--- src/rtl/snake_pkg.sv ---
// Shared definitions for the snake body: coordinate width, direction codes,
// controller state encoding and the packed cell helper.
package snake_pkg;

    localparam int COORD_W = 7;
    localparam int CELL_W  = 2 * COORD_W;

    localparam logic [1:0] WAY_UP    = 2'd0;
    localparam logic [1:0] WAY_DOWN  = 2'd1;
    localparam logic [1:0] WAY_RIGHT = 2'd2;
    localparam logic [1:0] WAY_LEFT  = 2'd3;

    typedef enum logic [1:0] {
        ST_RUN      = 2'd0,
        ST_CHECK    = 2'd1,
        ST_COMMIT   = 2'd2,
        ST_GAMEOVER = 2'd3
    } state_t;

    function automatic logic [CELL_W-1:0] pack_cell(input logic [COORD_W-1:0] x,
                                                    input logic [COORD_W-1:0] y);
        return {x, y};
    endfunction

endpackage

--- src/rtl/snake_seg_shift.sv ---
// Segment store: shift register of packed (x,y) cells with a reset-pattern load,
// one indexed read port and a length-masked occupancy compare.
module snake_seg_shift
    import snake_pkg::*;
#(
    parameter int MAX_LEN = 16,
    parameter int START_X = 24,
    parameter int START_Y = 32,
    parameter int IDX_W   = $clog2(MAX_LEN)
) (
    input  logic              i_Clk,
    input  logic              i_Rst,
    input  logic              i_Init,
    input  logic              i_Shift,
    input  logic [CELL_W-1:0] i_Head,
    input  logic [IDX_W-1:0]  i_Rd_Idx,
    output logic [CELL_W-1:0] o_Rd,
    input  logic [IDX_W:0]    i_Len,
    input  logic [CELL_W-1:0] i_Q,
    output logic              o_Q_Hit
);

    logic [CELL_W-1:0] r_Seg [MAX_LEN];
    logic              w_Hit;

    // Body laid out leftwards from the start cell; cells past the live length are don't-care.
    function automatic logic [CELL_W-1:0] init_cell(input int k);
        return pack_cell(COORD_W'(START_X), COORD_W'(START_Y - k));
    endfunction

    // Segment storage: reset pattern on reset/restart, one-step shift on commit.
    always_ff @(posedge i_Clk or negedge i_Rst) begin
        if (!i_Rst) begin
            for (int k = 0; k < MAX_LEN; k++) r_Seg[k] <= init_cell(k);
        end else if (i_Init) begin
            for (int k = 0; k < MAX_LEN; k++) r_Seg[k] <= init_cell(k);
        end else if (i_Shift) begin
            r_Seg[0] <= i_Head;
            for (int k = 1; k < MAX_LEN; k++) r_Seg[k] <= r_Seg[k-1];
        end
    end

    assign o_Rd = r_Seg[i_Rd_Idx];

    // Occupancy query, counting only the live segments.
    always_comb begin
        w_Hit = 1'b0;
        for (int k = 0; k < MAX_LEN; k++) begin
            w_Hit = w_Hit | (((IDX_W+1)'(k) < i_Len) && (r_Seg[k] == i_Q));
        end
    end

    assign o_Q_Hit = w_Hit;

endmodule

--- src/rtl/snake_body.sv ---
// Snake state holder: registers head/direction, scans the body one segment per
// cycle for self-collision after a wall test, then commits the move (with growth).
module snake_body
    import snake_pkg::*;
#(
    parameter int         MAX_LEN   = 16,
    parameter int         INIT_LEN  = 3,
    parameter int         ROWS      = 48,
    parameter int         COLS      = 64,
    parameter int         START_X   = 24,
    parameter int         START_Y   = 32,
    parameter logic [1:0] START_WAY = WAY_RIGHT
) (
    input  logic         i_Clk,
    input  logic         i_Rst,
    input  logic         i_Tick,
    input  logic [6:0]   i_Next_x,
    input  logic [6:0]   i_Next_y,
    input  logic [1:0]   i_Next_Way,
    input  logic [6:0]   i_Food_x,
    input  logic [6:0]   i_Food_y,
    input  logic         i_Restart,
    input  logic [6:0]   i_Q_x,
    input  logic [6:0]   i_Q_y,
    output logic [6:0]   o_Head_x,
    output logic [6:0]   o_Head_y,
    output logic [1:0]   o_Way,
    output logic [4:0]   o_Len,
    output logic         o_Eat,
    output logic         o_Busy,
    output logic         o_Game_Over,
    output logic         o_Q_Hit
);

    localparam int IDX_W = $clog2(MAX_LEN);

    state_t            r_State;
    logic [6:0]        r_Cand_x, r_Cand_y;
    logic [1:0]        r_Cand_Way;
    logic              r_Cand_Eat;
    logic [IDX_W-1:0]  r_Idx;
    logic [4:0]        r_Lim;
    logic [6:0]        r_Head_x, r_Head_y;
    logic [1:0]        r_Way;
    logic [4:0]        r_Len;
    logic              r_Eat, r_Busy, r_Game_Over;

    logic              w_Wall, w_Next_Eat, w_Seg_Hit, w_Last, w_Shift, w_Init;
    logic [4:0]        w_Lim;
    logic [CELL_W-1:0] w_Rd;

    // Out-of-range coordinates (including 0-1 wrapping to 127) are walls.
    assign w_Wall     = (i_Next_x >= 7'(ROWS)) || (i_Next_y >= 7'(COLS));
    assign w_Next_Eat = (i_Next_x == i_Food_x) && (i_Next_y == i_Food_y);
    // The tail vacates on a plain move, so it is excluded from the scan unless the body grows or is full.
    assign w_Lim      = (w_Next_Eat || (r_Len == 5'(MAX_LEN))) ? r_Len : (r_Len - 5'd1);
    assign w_Seg_Hit  = (w_Rd == pack_cell(r_Cand_x, r_Cand_y));
    assign w_Last     = (5'(r_Idx) == (r_Lim - 5'd1));
    assign w_Shift    = (r_State == ST_COMMIT);
    assign w_Init     = (r_State == ST_GAMEOVER) && i_Restart;

    snake_seg_shift #(
        .MAX_LEN (MAX_LEN),
        .START_X (START_X),
        .START_Y (START_Y),
        .IDX_W   (IDX_W)
    ) u_seg (
        .i_Clk    (i_Clk),
        .i_Rst    (i_Rst),
        .i_Init   (w_Init),
        .i_Shift  (w_Shift),
        .i_Head   (pack_cell(r_Cand_x, r_Cand_y)),
        .i_Rd_Idx (r_Idx),
        .o_Rd     (w_Rd),
        .i_Len    (r_Len),
        .i_Q      (pack_cell(i_Q_x, i_Q_y)),
        .o_Q_Hit  (o_Q_Hit)
    );

    // Move controller: RUN -> CHECK (scan) -> COMMIT, or GAMEOVER on wall/body hit.
    always_ff @(posedge i_Clk or negedge i_Rst) begin
        if (!i_Rst) begin
            r_State     <= ST_RUN;
            r_Cand_x    <= 7'd0;
            r_Cand_y    <= 7'd0;
            r_Cand_Way  <= 2'd0;
            r_Cand_Eat  <= 1'b0;
            r_Idx       <= {IDX_W{1'b0}};
            r_Lim       <= 5'd0;
            r_Head_x    <= 7'(START_X);
            r_Head_y    <= 7'(START_Y);
            r_Way       <= START_WAY;
            r_Len       <= 5'(INIT_LEN);
            r_Eat       <= 1'b0;
            r_Busy      <= 1'b0;
            r_Game_Over <= 1'b0;
        end else begin
            r_Eat <= 1'b0;
            case (r_State)
                ST_RUN: begin
                    if (i_Tick) begin
                        r_Cand_x   <= i_Next_x;
                        r_Cand_y   <= i_Next_y;
                        r_Cand_Way <= i_Next_Way;
                        r_Cand_Eat <= w_Next_Eat;
                        r_Lim      <= w_Lim;
                        r_Idx      <= {IDX_W{1'b0}};
                        if (w_Wall) begin
                            r_State     <= ST_GAMEOVER;
                            r_Game_Over <= 1'b1;
                        end else begin
                            r_State <= ST_CHECK;
                            r_Busy  <= 1'b1;
                        end
                    end
                end
                ST_CHECK: begin
                    if (w_Seg_Hit) begin
                        r_State     <= ST_GAMEOVER;
                        r_Busy      <= 1'b0;
                        r_Game_Over <= 1'b1;
                    end else if (w_Last) begin
                        r_State <= ST_COMMIT;
                    end else begin
                        r_Idx <= r_Idx + {{(IDX_W-1){1'b0}}, 1'b1};
                    end
                end
                ST_COMMIT: begin
                    r_Head_x <= r_Cand_x;
                    r_Head_y <= r_Cand_y;
                    r_Way    <= r_Cand_Way;
                    if (r_Cand_Eat) begin
                        r_Eat <= 1'b1;
                        if (r_Len != 5'(MAX_LEN)) r_Len <= r_Len + 5'd1;
                    end
                    r_Busy  <= 1'b0;
                    r_State <= ST_RUN;
                end
                ST_GAMEOVER: begin
                    if (i_Restart) begin
                        r_State     <= ST_RUN;
                        r_Head_x    <= 7'(START_X);
                        r_Head_y    <= 7'(START_Y);
                        r_Way       <= START_WAY;
                        r_Len       <= 5'(INIT_LEN);
                        r_Busy      <= 1'b0;
                        r_Game_Over <= 1'b0;
                    end
                end
                default: begin
                    r_State     <= ST_RUN;
                    r_Busy      <= 1'b0;
                    r_Game_Over <= 1'b0;
                end
            endcase
        end
    end

    assign o_Head_x    = r_Head_x;
    assign o_Head_y    = r_Head_y;
    assign o_Way       = r_Way;
    assign o_Len       = r_Len;
    assign o_Eat       = r_Eat;
    assign o_Busy      = r_Busy;
    assign o_Game_Over = r_Game_Over;

endmodule

--- config.mk ---
export PLATFORM = sky130hd
export DESIGN_NAME = snake_body
export DESIGN_NICKNAME = d
export VERILOG_FILES = /design/src/rtl/snake_pkg.sv /design/src/rtl/snake_seg_shift.sv /design/src/rtl/snake_body.sv
export SDC_FILE = /design/constraint.sdc
export NUM_CORES = 1
export LEC_CHECK = 0
export ABC_AREA = 1
export CORE_MARGIN = 10
export CORE_UTILIZATION = 25
export CTS_CLUSTER_SIZE = 28
export DETAILED_ROUTE_END_ITERATION = 12
export GPL_TIMING_DRIVEN = 1
export PLACE_DENSITY = 0.38
export SYNTH_ARGS = -nofsm -noshare
export SYNTH_HDL_FRONTEND = slang
export SYNTH_SLANG_ARGS = --single-unit
--- constraint.sdc ---
create_clock -name i_Clk -period 4.4 [get_ports i_Clk]
set_input_delay 0.88 -clock i_Clk [delete_from_list [all_inputs] [get_ports i_Clk]]
set_output_delay 0.88 -clock i_Clk [all_outputs]
set_load 0.02 [all_outputs]
==> results.sh, run 1 <==
export IMPL_nFillCells=6889
export IMPL_slew_headroom=0.254
export IMPL_ys_seq_elements=276
export IMPL_io_pins=73
export IMPL_synth_adder_area_share=0.00463
export IMPL_wl_per_cell_microns=24.9
export IMPL_finish_net_count=2250
export IMPL_final_area_sq_um=19900
export IMPL_crit_arrival_ps=3400
export IMPL_post_drt_via_cell_ratio=5.03
export IMPL_hold_viol=0
export IMPL_ctsHoldBuffers=0
export IMPL_multi_input_area_sq_um=7610
export IMPL_synth_distinct_cells=41
export IMPL_p_leak_uw=0.00873
export IMPL_clkSinkCount=276
export IMPL_first_pass_iters=5
export IMPL_period_needed_ps=4280
export IMPL_core_area_sq_um=64300
export IMPL_muxShareOfSynthArea=0
export IMPL_syn_area_per_cell_sq_um=7.73
export IMPL_layout_area_seq_sq_um=7020
export IMPL_worst_setup_path_end_kind="output port"
export IMPL_yosys_warnings=0
export IMPL_antenna_found_initial=0
export IMPL_cts_inserted_buffers=38
export IMPL_synthSimpleGateAreaFrac=0.223
export IMPL_post_synth_top_area_cell="dfrtp_1"
export IMPL_insertion_delay_ps=580
export IMPL_crit_path_start_kind="input pin"
export IMPL_p_per_area_nw_per_um2=766
export IMPL_setup_tns_ps=0
export IMPL_drc_errors=0
export IMPL_wirelength_microns=76600
export IMPL_synth_area_leaders="dfrtp_1, dfstp_2, nand2_1"
export IMPL_clkTransAtPathRegs_ps=60
export IMPL_synthCells=2099
export IMPL_synth_top_family_by_area="simple AND/OR/NAND/NOR gates"
export IMPL_antenna_cells=0
export IMPL_peakVddDrop_mv=0.272
export IMPL_place_area_sq_um=18600
export IMPL_criticalPathCategory="in -> out"
export IMPL_start_util=0.252
export IMPL_synth_xor_area_frac=0.0847
export IMPL_crit_required_ps=3520
export IMPL_cts_htree_levels=2
export IMPL_drtIter0Drc=1338
export IMPL_holdWs_ps=390
export IMPL_grt_remaining_overflow=0
export IMPL_hold_path_class="in -> async"
export IMPL_syn_area_sq_um=16200
export IMPL_finalCritPeriodShare=0.973
export IMPL_syn_nets=2153
export IMPL_grt_pass1_vias=15558
export IMPL_grt_usage=0.200
export IMPL_rows=93
export IMPL_cts_root_buf="clkbuf_16"
export IMPL_cts_buffer_depth=3
export IMPL_setup_viol=0
export IMPL_synth_top_area_share=0.293
export IMPL_antenna_left=0
export IMPL_critical_path_max_fanout=7
export IMPL_run_status="finished clean"
export IMPL_dieHeight_microns=275
export IMPL_ys_seq_area_frac=0.432
export IMPL_grt_pass1_wl_microns=111000
export IMPL_layout_common_cells="nand2_1, inv_1, dfrtp_1"
export IMPL_area_delta_synth_final_pct=22.4
export IMPL_dpl_worst_slack_ps=-230
export IMPL_die_area_sq_um=75500
export IMPL_via_count=15492
export IMPL_grt_max_degree=93
export IMPL_fp_dieW_microns=275
export IMPL_final_common_cell="nand2_1"
export IMPL_rsz0062_at_grt="false"
export IMPL_synth_compound_area_frac=0.155
export IMPL_cts_tree="built"
export IMPL_finClkSkew_ps=22.1
export IMPL_finish_utilization=0.309
export IMPL_drive_gt1_frac=0.128
export IMPL_cap_viol_max_count=0
export IMPL_portBuffers=72
export IMPL_worstMarginPinSlew_ps=1120
export IMPL_slew_viol_final=0
export IMPL_dpl_hpwl_microns=55400
export IMPL_place_congestion=0.969
export IMPL_max_freq_mhz=234
export IMPL_worst_slack_ps=120
==> registers in the layout (all words and copies together), names as in the netlist, 2 cells and up <==
register	flops
r_Idx	4
o_Len	5
r_Cand_x	7
r_Cand_Way	2
u_seg.r_Seg	224
o_Head_x	7
r_Cand_y	7
r_State	2
o_Way	2
r_Lim	5
o_Head_y	7
==> per-layer routing <==
layer | vias to the layer above | routed length, microns | track usage
met5 | - | 0 | 0
met4 | 0 | 3310 | 0.0863
met3 | 122 | 3970 | 0.0332
met2 | 463 | 35700 | 0.326
met1 | 7765 | 33600 | 0.259
li1 | 7142 | - | -
==> cells in the mapped netlist, drive strengths merged <==
cell type and number:
nand2 543, a221oi 10, dfstp 86, nor2 112, inv 269, nor3b 3
o21ai 68, nand3b 1, ha 6, a21oi 35, buf 57, a2111oi 1
a211oi 2, clkbuf 76, o221ai 1, or2 7, dfrtp 190, nor4 18
xnor2 92, nor4b 3, a22o 1, o22ai 166, o2111ai 7, o211ai 96
a31oi 3, clkinv 3, o41ai 3, xor2 65, nand4 31, nor3 6
nand3 138
==> through the flow <==
step | total power, uW | std cells
4_1_cts | 15300 | 3079
5_1_grt | 16200 | 3079
6_report | 15200 | 3079
2_1_floorplan | 9130 | 2099
3_3_place_gp | 12100 | 3011
3_5_place_dp | 12100 | 3011
==> worst paths after layout <==
| path | slack, ps | cells past startpoint | from | end |
|---|---|---|---|---|
| worst max-delay path | 120 | 12 | i_Q_x[0] | o_Q_Hit |
| max in group asynchronous | 3060 | 2 | i_Rst | u_seg.r_Seg[185]$_DFFE_PN1P_ |
| worst max register to register | 1050 | 14 | r_Idx[0]$_DFFE_PN0P_ | o_Busy$_DFFE_PN0P_ |
| min in group i_Clk | 470 | 2 | o_Game_Over$_DFFE_PN0P_ | o_Game_Over$_DFFE_PN0P_ |
| worst min-delay path | 390 | 1 | i_Rst | u_seg.r_Seg[75]$_DFFE_PN0P_ |
| worst min register to register | 470 | 2 | o_Game_Over$_DFFE_PN0P_ | o_Game_Over$_DFFE_PN0P_ |
==> layout make-up <==
class,count,share of cell area
clock buffers,64,0.0593
clock inverters,4,0.00195
inverters,272,0.0518
multi-input cells,1418,0.383
flip-flops and latches,276,0.353
well taps,855,0.0539
repair buffers,190,0.0968
==> repair_timing <==
action | in CTS | in global routing
endpoints found under the setup margin | 1 | 0
buffers inserted | 0 | 0
gates resized for setup | 3 | 0
==> logic make-up after synthesis <==
family | after synthesis
AND/OR/NAND/NOR | 862
buffers and inverters | 405
AO/OA/AOI/OAI | 393
flip-flops | 276
XOR/XNOR | 157
adder cells (fa/ha/maj) | 6
==> critical path, cell delays in order <==
cell and delay, ps:
clkdlybuf4s50_1 660, buf_4 260, xor2_1 160, a21oi_1 320, nor4b_1 310, nand2_1 90
nand2_1 60, nor2_1 50, nand2_1 60, nor2_1 40, nand2_1 140, dlygate4sd2_1 360
==> report_power, final <==
group / switching (uW) / internal (uW) / total [uW]
Sequential: 1250 / 3980 / 5230
Combinational: 4580 / 2310 / 6890
Clock: 1280 / 1820 / 3100
Total: 7110 / 8110 / 15200
Note: power is estimated with default switching activity, not from simulation.
==> run 2: changes to the inputs <==
--- a/config.mk
+++ b/config.mk
@@ -14,4 +14,5 @@
 export PLACE_DENSITY = 0.38
 export SYNTH_ARGS = -nofsm -noshare
 export SYNTH_HDL_FRONTEND = slang
+export SYNTH_HIERARCHICAL = 1
 export SYNTH_SLANG_ARGS = --single-unit
==> run 2 against run 1 <==
Area after synthesis is 4.7% higher. Fmax is 4.8% higher. Non-clock buffer count fell by 64. Register-to-register slack worse by 40 ps. Sequential power is 16% lower. Power down 11%. Wire length down 6.8%. Synthesized cell count up 12%. Worst hold slack got worse by 14 ps. Sequential share of layout area rose by 0.34 points. Critical path depth grew 2. Critical endpoint unchanged.
==> results.sh, run 2 <==
export IMPL_p_per_area_nw_per_um2=686
export IMPL_async_reset_ff_frac=1.00
export IMPL_switchingPower_uw=6160
export IMPL_ys_seq_elements=276
export IMPL_cts_htree_levels=2
export IMPL_cap_viol_max_count=0
export IMPL_critPathSlowestCell="clkdlybuf4s50_1"
export IMPL_dieHeight_microns=281
export IMPL_critical_path_max_fanout=7
export IMPL_finClkSkew_ps=19.5
export IMPL_critPathTopFamily="simple AND/OR/NAND/NOR gates"
export IMPL_synth_edff_count=0
export IMPL_grt_pass1_wl_microns=105000
export IMPL_hold_viol=0
export IMPL_antenna_left=0
export IMPL_worst_setup_path_end_kind="output port"
export IMPL_wirelength_microns=71400
export IMPL_die_area_sq_um=78800
export IMPL_run_status="finished clean"
export IMPL_max_stage_delay_ps=580
export IMPL_insertion_delay_ps=550
export IMPL_area_delta_synth_final_pct=15.8
export IMPL_worst_r2r_setup_slack_ps=1010
export IMPL_clkPwrFrac=0.224
export IMPL_synth_area_leaders="dfrtp_1, nand2_1, dfstp_2"
export IMPL_layout_common_cells="nand2_1, o21ai_0, inv_1"
export IMPL_cp_cell_sequence="clkdlybuf4s50_1 -> inv_1 -> nand2_1 -> nand2_1 -> nor2_1 -> nand2_1 -> nor2_1 -> nand2_1 -> nand3_2 -> nand2_1 -> nand2_1 -> nor2_1 -> nand2_1 -> buf_4"
export IMPL_place_congestion=0.908
export IMPL_grt_pass1_vias=15457
export IMPL_dpl_hpwl_microns=50000
export IMPL_grt_usage=0.178
export IMPL_reg2reg_depth=16
export IMPL_hold_path_class="in -> async"
export IMPL_setup_viol=0
export IMPL_clkSinkCount=276
export IMPL_worstPathBufferInverterCount=3
export IMPL_syn_nets=2394
export IMPL_post_synth_top_area_cell="dfrtp_1"
export IMPL_cp_common_cell="nand2_1"
export IMPL_io_pins=73
export IMPL_period_needed_ps=4090
export IMPL_ys_seq_area_frac=0.413
export IMPL_portBuffers=72
export IMPL_crit_required_ps=3520
export IMPL_synth_distinct_cells=39
export IMPL_yosys_warnings=6
export IMPL_rows=95
export IMPL_synth_most_common_cell="nand2_1"
export IMPL_critical_path_depth=14
export IMPL_grt_max_degree=124
export IMPL_cts_inserted_buffers=36
export IMPL_r2r_start="r_Idx[0]$_DFFE_PN0P_"
export IMPL_fp_dieW_microns=281
export IMPL_slew_viol_final=0
export IMPL_p_leak_uw=0.00905
export IMPL_top_register="u_seg/r_Seg"
export IMPL_largest_reg_flops=224
export IMPL_clkTransAtPathRegs_ps=60
export IMPL_grt_remaining_overflow=0
export IMPL_finalCritPeriodShare=0.928
export IMPL_cts_root_buf="clkbuf_16"
export IMPL_ctsHoldBuffers=0
export IMPL_wl_per_cell_microns=21.9
export IMPL_criticalPathCategory="in -> out"
export IMPL_cts_resized=0
export IMPL_core_area_sq_um=67300
export IMPL_max_freq_mhz=245
export IMPL_nFillCells=7371
export IMPL_post_drt_via_cell_ratio=4.89
export IMPL_pwr_share_seq=0.326
export IMPL_drive_gt1_frac=0.107
export IMPL_crit_arrival_ps=3210
export IMPL_first_pass_iters=5
export IMPL_synth_top_area_share=0.280
export IMPL_power_frac_comb=0.449
export IMPL_setup_tns_ps=0
export IMPL_drc_errors=0
export IMPL_synthCells=2342
export IMPL_drtIter0Drc=1407
export IMPL_p_int_uw=7330
export IMPL_r2r_end="r_Idx[0]$_DFFE_PN0P_"
export IMPL_worst_slack_ps=315
export IMPL_cts_setup_buffers=0
export IMPL_cts_tree="built"
export IMPL_finish_net_count=2418
export IMPL_cts_buffer_depth=3
export IMPL_peakVddDrop_mv=0.358
export IMPL_synth_flop_cell="dfrtp_1"
export IMPL_worstMarginPinSlew_ps=867
export IMPL_rsz0062_at_grt="false"
export IMPL_via_count=15961
export IMPL_slew_headroom=0.422
export IMPL_syn_area_sq_um=17000
export IMPL_switching_share=0.457
export IMPL_antenna_found_initial=1
export IMPL_start_util=0.253
export IMPL_synthTopCellsByCount="nand2_1, o21ai_0, inv_1"
export IMPL_final_common_cell="nand2_1"
export IMPL_syn_area_per_cell_sq_um=7.25
export IMPL_crit_path_start_kind="input pin"
export IMPL_dpl_worst_slack_ps=300
==> run 2: layout make-up <==
type | count | area [sq um] | area share
Multi-Input combinational cell | 1663 | 8150 | 0.414
Sequential cell | 276 | 7020 | 0.357
Timing Repair Buffer | 126 | 1250 | 0.0637
Tap cell | 873 | 1090 | 0.0555
Clock buffer | 56 | 1090 | 0.0553
Inverter | 263 | 991 | 0.0504
Clock inverter | 6 | 83.8 | 0.00426
Antenna cell | 1 | 2.50 | 0.000127
==> run 2: per-stage QoR <==
stage,power (uW),hold WS (ps),utilization,instance area (sq um),std cells
4_1_cts,13600,386,0.292,19700,3263
5_1_grt,14500,430,0.292,19700,3263
2_1_floorplan,8190,449,-,17000,2342
3_5_place_dp,10500,474,0.275,18500,3201
6_report,13500,376,0.292,19700,3264
3_3_place_gp,10500,467,0.275,18500,3201
==> run 2: how the worst max path moves through the flow <==
stage,end,startpoint,slack (ps)
2_1_floorplan,o_Q_Hit,i_Q_y[6],1610
3_5_place_dp,o_Q_Hit,i_Q_x[3],300
3_3_place_gp,o_Q_Hit,i_Q_x[3],270
5_1_grt,o_Q_Hit,i_Q_x[3],160
6_report,o_Q_Hit,i_Q_x[3],310
4_1_cts,o_Q_Hit,i_Q_x[3],290
==> run 2: power groups by stage <==
| stage | logic [uW] | registers (uW) | clock network [uW] |
|---|---|---|---|
| after floorplan | 3950 | 4240 | 0 |
| after global placement | 6070 | 4430 | 0 |
| after detailed placement | 6090 | 4420 | 0 |
| after CTS | 6100 | 4390 | 3120 |
| after global routing | 6740 | 4520 | 3220 |
| final | 6060 | 4410 | 3020 |
==> run 2: cells by family after synthesis <==
group | share of synthesized area
AO/OA/AOI/OAI | 0.176
XOR/XNOR | 0.0552
adder cells (fa/ha/maj) | 0.00295
multiplexers | 0.000883
buffers and inverters | 0.108
flip-flops | 0.413
AND/OR/NAND/NOR | 0.244
==> run 2: metal layers <==
layer	routed length (microns)	up-vias	global-route usage
li1	-	7635	-
met1	32800	7783	0.241
met2	32400	443	0.281
met3	4080	100	0.0338
met4	2090	0	0.0597
met5	0	-	0
==> run 3: changes to the inputs <==
--- a/config.mk
+++ b/config.mk
@@ -10,9 +10,11 @@
 export CORE_UTILIZATION = 25
 export CTS_CLUSTER_SIZE = 28
 export DETAILED_ROUTE_END_ITERATION = 12
+export GPL_ROUTABILITY_DRIVEN = 0
 export GPL_TIMING_DRIVEN = 1
 export PLACE_DENSITY = 0.38
 export SYNTH_ARGS = -nofsm -noshare
 export SYNTH_HDL_FRONTEND = slang
 export SYNTH_HIERARCHICAL = 1
 export SYNTH_SLANG_ARGS = --single-unit
+export TNS_END_PERCENT = 100
==> run 3 against run 2 <==
Cell area is 0.90% higher. Fmax is 0.56% higher. Critical endpoint unchanged. Wire length hardly changed. Worst hold slack worse by 51 ps. Via count is 0.63% lower.
==> results.sh, run 3 (same netlist as run 2, synthesis figures left out) <==
export IMPL_run_status="finished clean"
export IMPL_grt_max_degree=124
export IMPL_cp_cell_sequence="clkdlybuf4s50_1 -> buf_4 -> nor2_1 -> nor3_1 -> nand2_1 -> nor2_2 -> nand2_2 -> a21oi_1 -> nor2_1 -> nand2_1 -> buf_4"
export IMPL_io_pins=73
export IMPL_finClkSkew_ps=21.5
export IMPL_critPathSlowestCell="clkdlybuf4s50_1"
export IMPL_start_util=0.253
export IMPL_dpl_worst_slack_ps=341
export IMPL_post_drt_via_cell_ratio=4.85
export IMPL_first_pass_iters=5
export IMPL_crit_required_ps=3520
export IMPL_layout_area_seq_sq_um=7020
export IMPL_critPathTopFamily="buffers and inverters"
export IMPL_dieHeight_microns=281
export IMPL_rows=95
export IMPL_fin_cells=3267
export IMPL_finish_net_count=2417
export IMPL_holdWs_ps=325
export IMPL_area_delta_synth_final_pct=16.9
export IMPL_rsz0062_at_grt="false"
export IMPL_clkTransAtPathRegs_ps=50
export IMPL_cap_viol_max_count=0
export IMPL_hold_viol=0
export IMPL_antenna_left=0
export IMPL_insertion_delay_ps=560
export IMPL_r2r_start="r_Idx[0]$_DFFE_PN0P_"
export IMPL_cts_tree="built"
export IMPL_cts_resized=0
export IMPL_largest_reg_flops=224
export IMPL_core_area_sq_um=67300
export IMPL_cts_setup_buffers=0
export IMPL_slew_headroom=0.501
export IMPL_max_stage_delay_ps=860
export IMPL_drtIter0Drc=1516
export IMPL_multi_input_area_sq_um=8150
export IMPL_grt_pass1_vias=15697
export IMPL_portBuffers=72
export IMPL_p_leak_uw=0.00913
export IMPL_slew_viol_final=0
export IMPL_max_freq_mhz=246
export IMPL_r2r_end="r_Idx[0]$_DFFE_PN0P_"
export IMPL_setup_tns_ps=0
export IMPL_layout_common_cells="nand2_1, o21ai_0, inv_1"
export IMPL_die_area_sq_um=78800
export IMPL_grt_usage=0.179
export IMPL_setup_viol=0
export IMPL_drc_errors=0
export IMPL_dpl_cell_count=3198
export IMPL_cts_htree_levels=2
export IMPL_antenna_found_initial=0
export IMPL_peakVddDrop_mv=0.403
export IMPL_crit_path_start_kind="input pin"
export IMPL_wirelength_microns=71400
export IMPL_period_needed_ps=4060
export IMPL_critical_path_max_fanout=12
export IMPL_clkSinkCount=276
export IMPL_finalCritPeriodShare=0.923
export IMPL_reg2reg_depth=16
export IMPL_p_per_area_nw_per_um2=696
export IMPL_top_register="u_seg/r_Seg"
export IMPL_worstMarginPinSlew_ps=748
export IMPL_final_common_cell="nand2_1"
export IMPL_fp_dieW_microns=281
export IMPL_antenna_cells=0
export IMPL_drive_gt1_frac=0.109
export IMPL_cts_root_buf="clkbuf_16"
export IMPL_worst_setup_path_end_kind="output port"
export IMPL_nFillCells=7262
export IMPL_grt_pass1_wl_microns=106000
export IMPL_ctsHoldBuffers=0
export IMPL_worst_slack_ps=338
export IMPL_worst_r2r_setup_slack_ps=1040
export IMPL_dpl_hpwl_microns=49900
export IMPL_worstPathBufferInverterCount=3
export IMPL_grt_remaining_overflow=0
export IMPL_via_count=15861
export IMPL_crit_arrival_ps=3180
export IMPL_finish_utilization=0.295
export IMPL_cts_buffer_depth=3
export IMPL_hold_path_class="in -> async"
export IMPL_cts_inserted_buffers=38
export IMPL_wl_per_cell_microns=21.9
export IMPL_criticalPathCategory="in -> out"
==> run 3: cell types whose count changed in the layout (fill, tap and decap cells not counted), sizes merged <==
cell    before  now
buf         56   53
bufinv       2    5
clkbuf      56   59
diode        1    0
inv        262  263
==> run 3: worst max-delay path by stage <==
| stage | start | endpoint | slack [ps] | cells past startpoint |
|---|---|---|---|---|
| final | i_Q_y[5] | o_Q_Hit | 340 | 11 |
| after global routing | i_Q_y[5] | o_Q_Hit | 220 | 11 |
| after CTS | i_Q_x[3] | o_Q_Hit | 320 | 10 |
| after detailed placement | i_Q_x[3] | o_Q_Hit | 340 | 10 |
| after global placement | i_Q_x[3] | o_Q_Hit | 280 | 10 |
| after floorplan | i_Q_y[6] | o_Q_Hit | 1610 | 10 |
==> run 3: area by class of cell <==
class	instances	share of cell area
repair buffers	123	0.0633
clock inverters	10	0.00939
multi-input cells	1663	0.410
inverters	263	0.0499
well taps	873	0.0550
flip-flops and latches	276	0.354
clock buffers	59	0.0585
==> run 3: metrics by stage <==
step,total power (uW),instance area (sq um)
floorplan,8190,17000
global placement,10500,18500
detailed placement,10500,18500
CTS,14000,19900
global route,14800,19900
finish,13800,19900
==> run 3: layer usage <==
metal / wire, microns / vias to the layer above / track usage / share of wire
met3: 3780 / 87 / 0.0272 / 0.053
met1: 33200 / 7644 / 0.246 / 0.47
met2: 32700 / 475 / 0.288 / 0.46
met5: 0 / - / 0 / 0
met4: 1750 / 0 / 0.0510 / 0.024
li1: - / 7655 / - / -
==> run 3: worst register-to-register path: stages (launching register included) <==
cell	delay (ps)
dfrtp_4	430
clkinv_2	460
o21ai_0	370
o21ai_0	130
o221ai_1	480
nand2_1	280
nand2_1	130
nand2_1	60
nor2_1	90
nand2_1	80
nor2_2	250
nand2_2	130
nand2_4	120
nand2_4	70
nand2_4	100
nand2_1	50
nand2_1	80
==> run 3: where the power goes <==
| part | leakage [uW] | internal, uW | switching [uW] | total (uW) |
|---|---|---|---|---|
| registers | 0.00345 | 3600 | 806 | 4410 |
| clock network | 0.000662 | 2110 | 1260 | 3370 |
| logic | 0.00502 | 1930 | 4110 | 6040 |
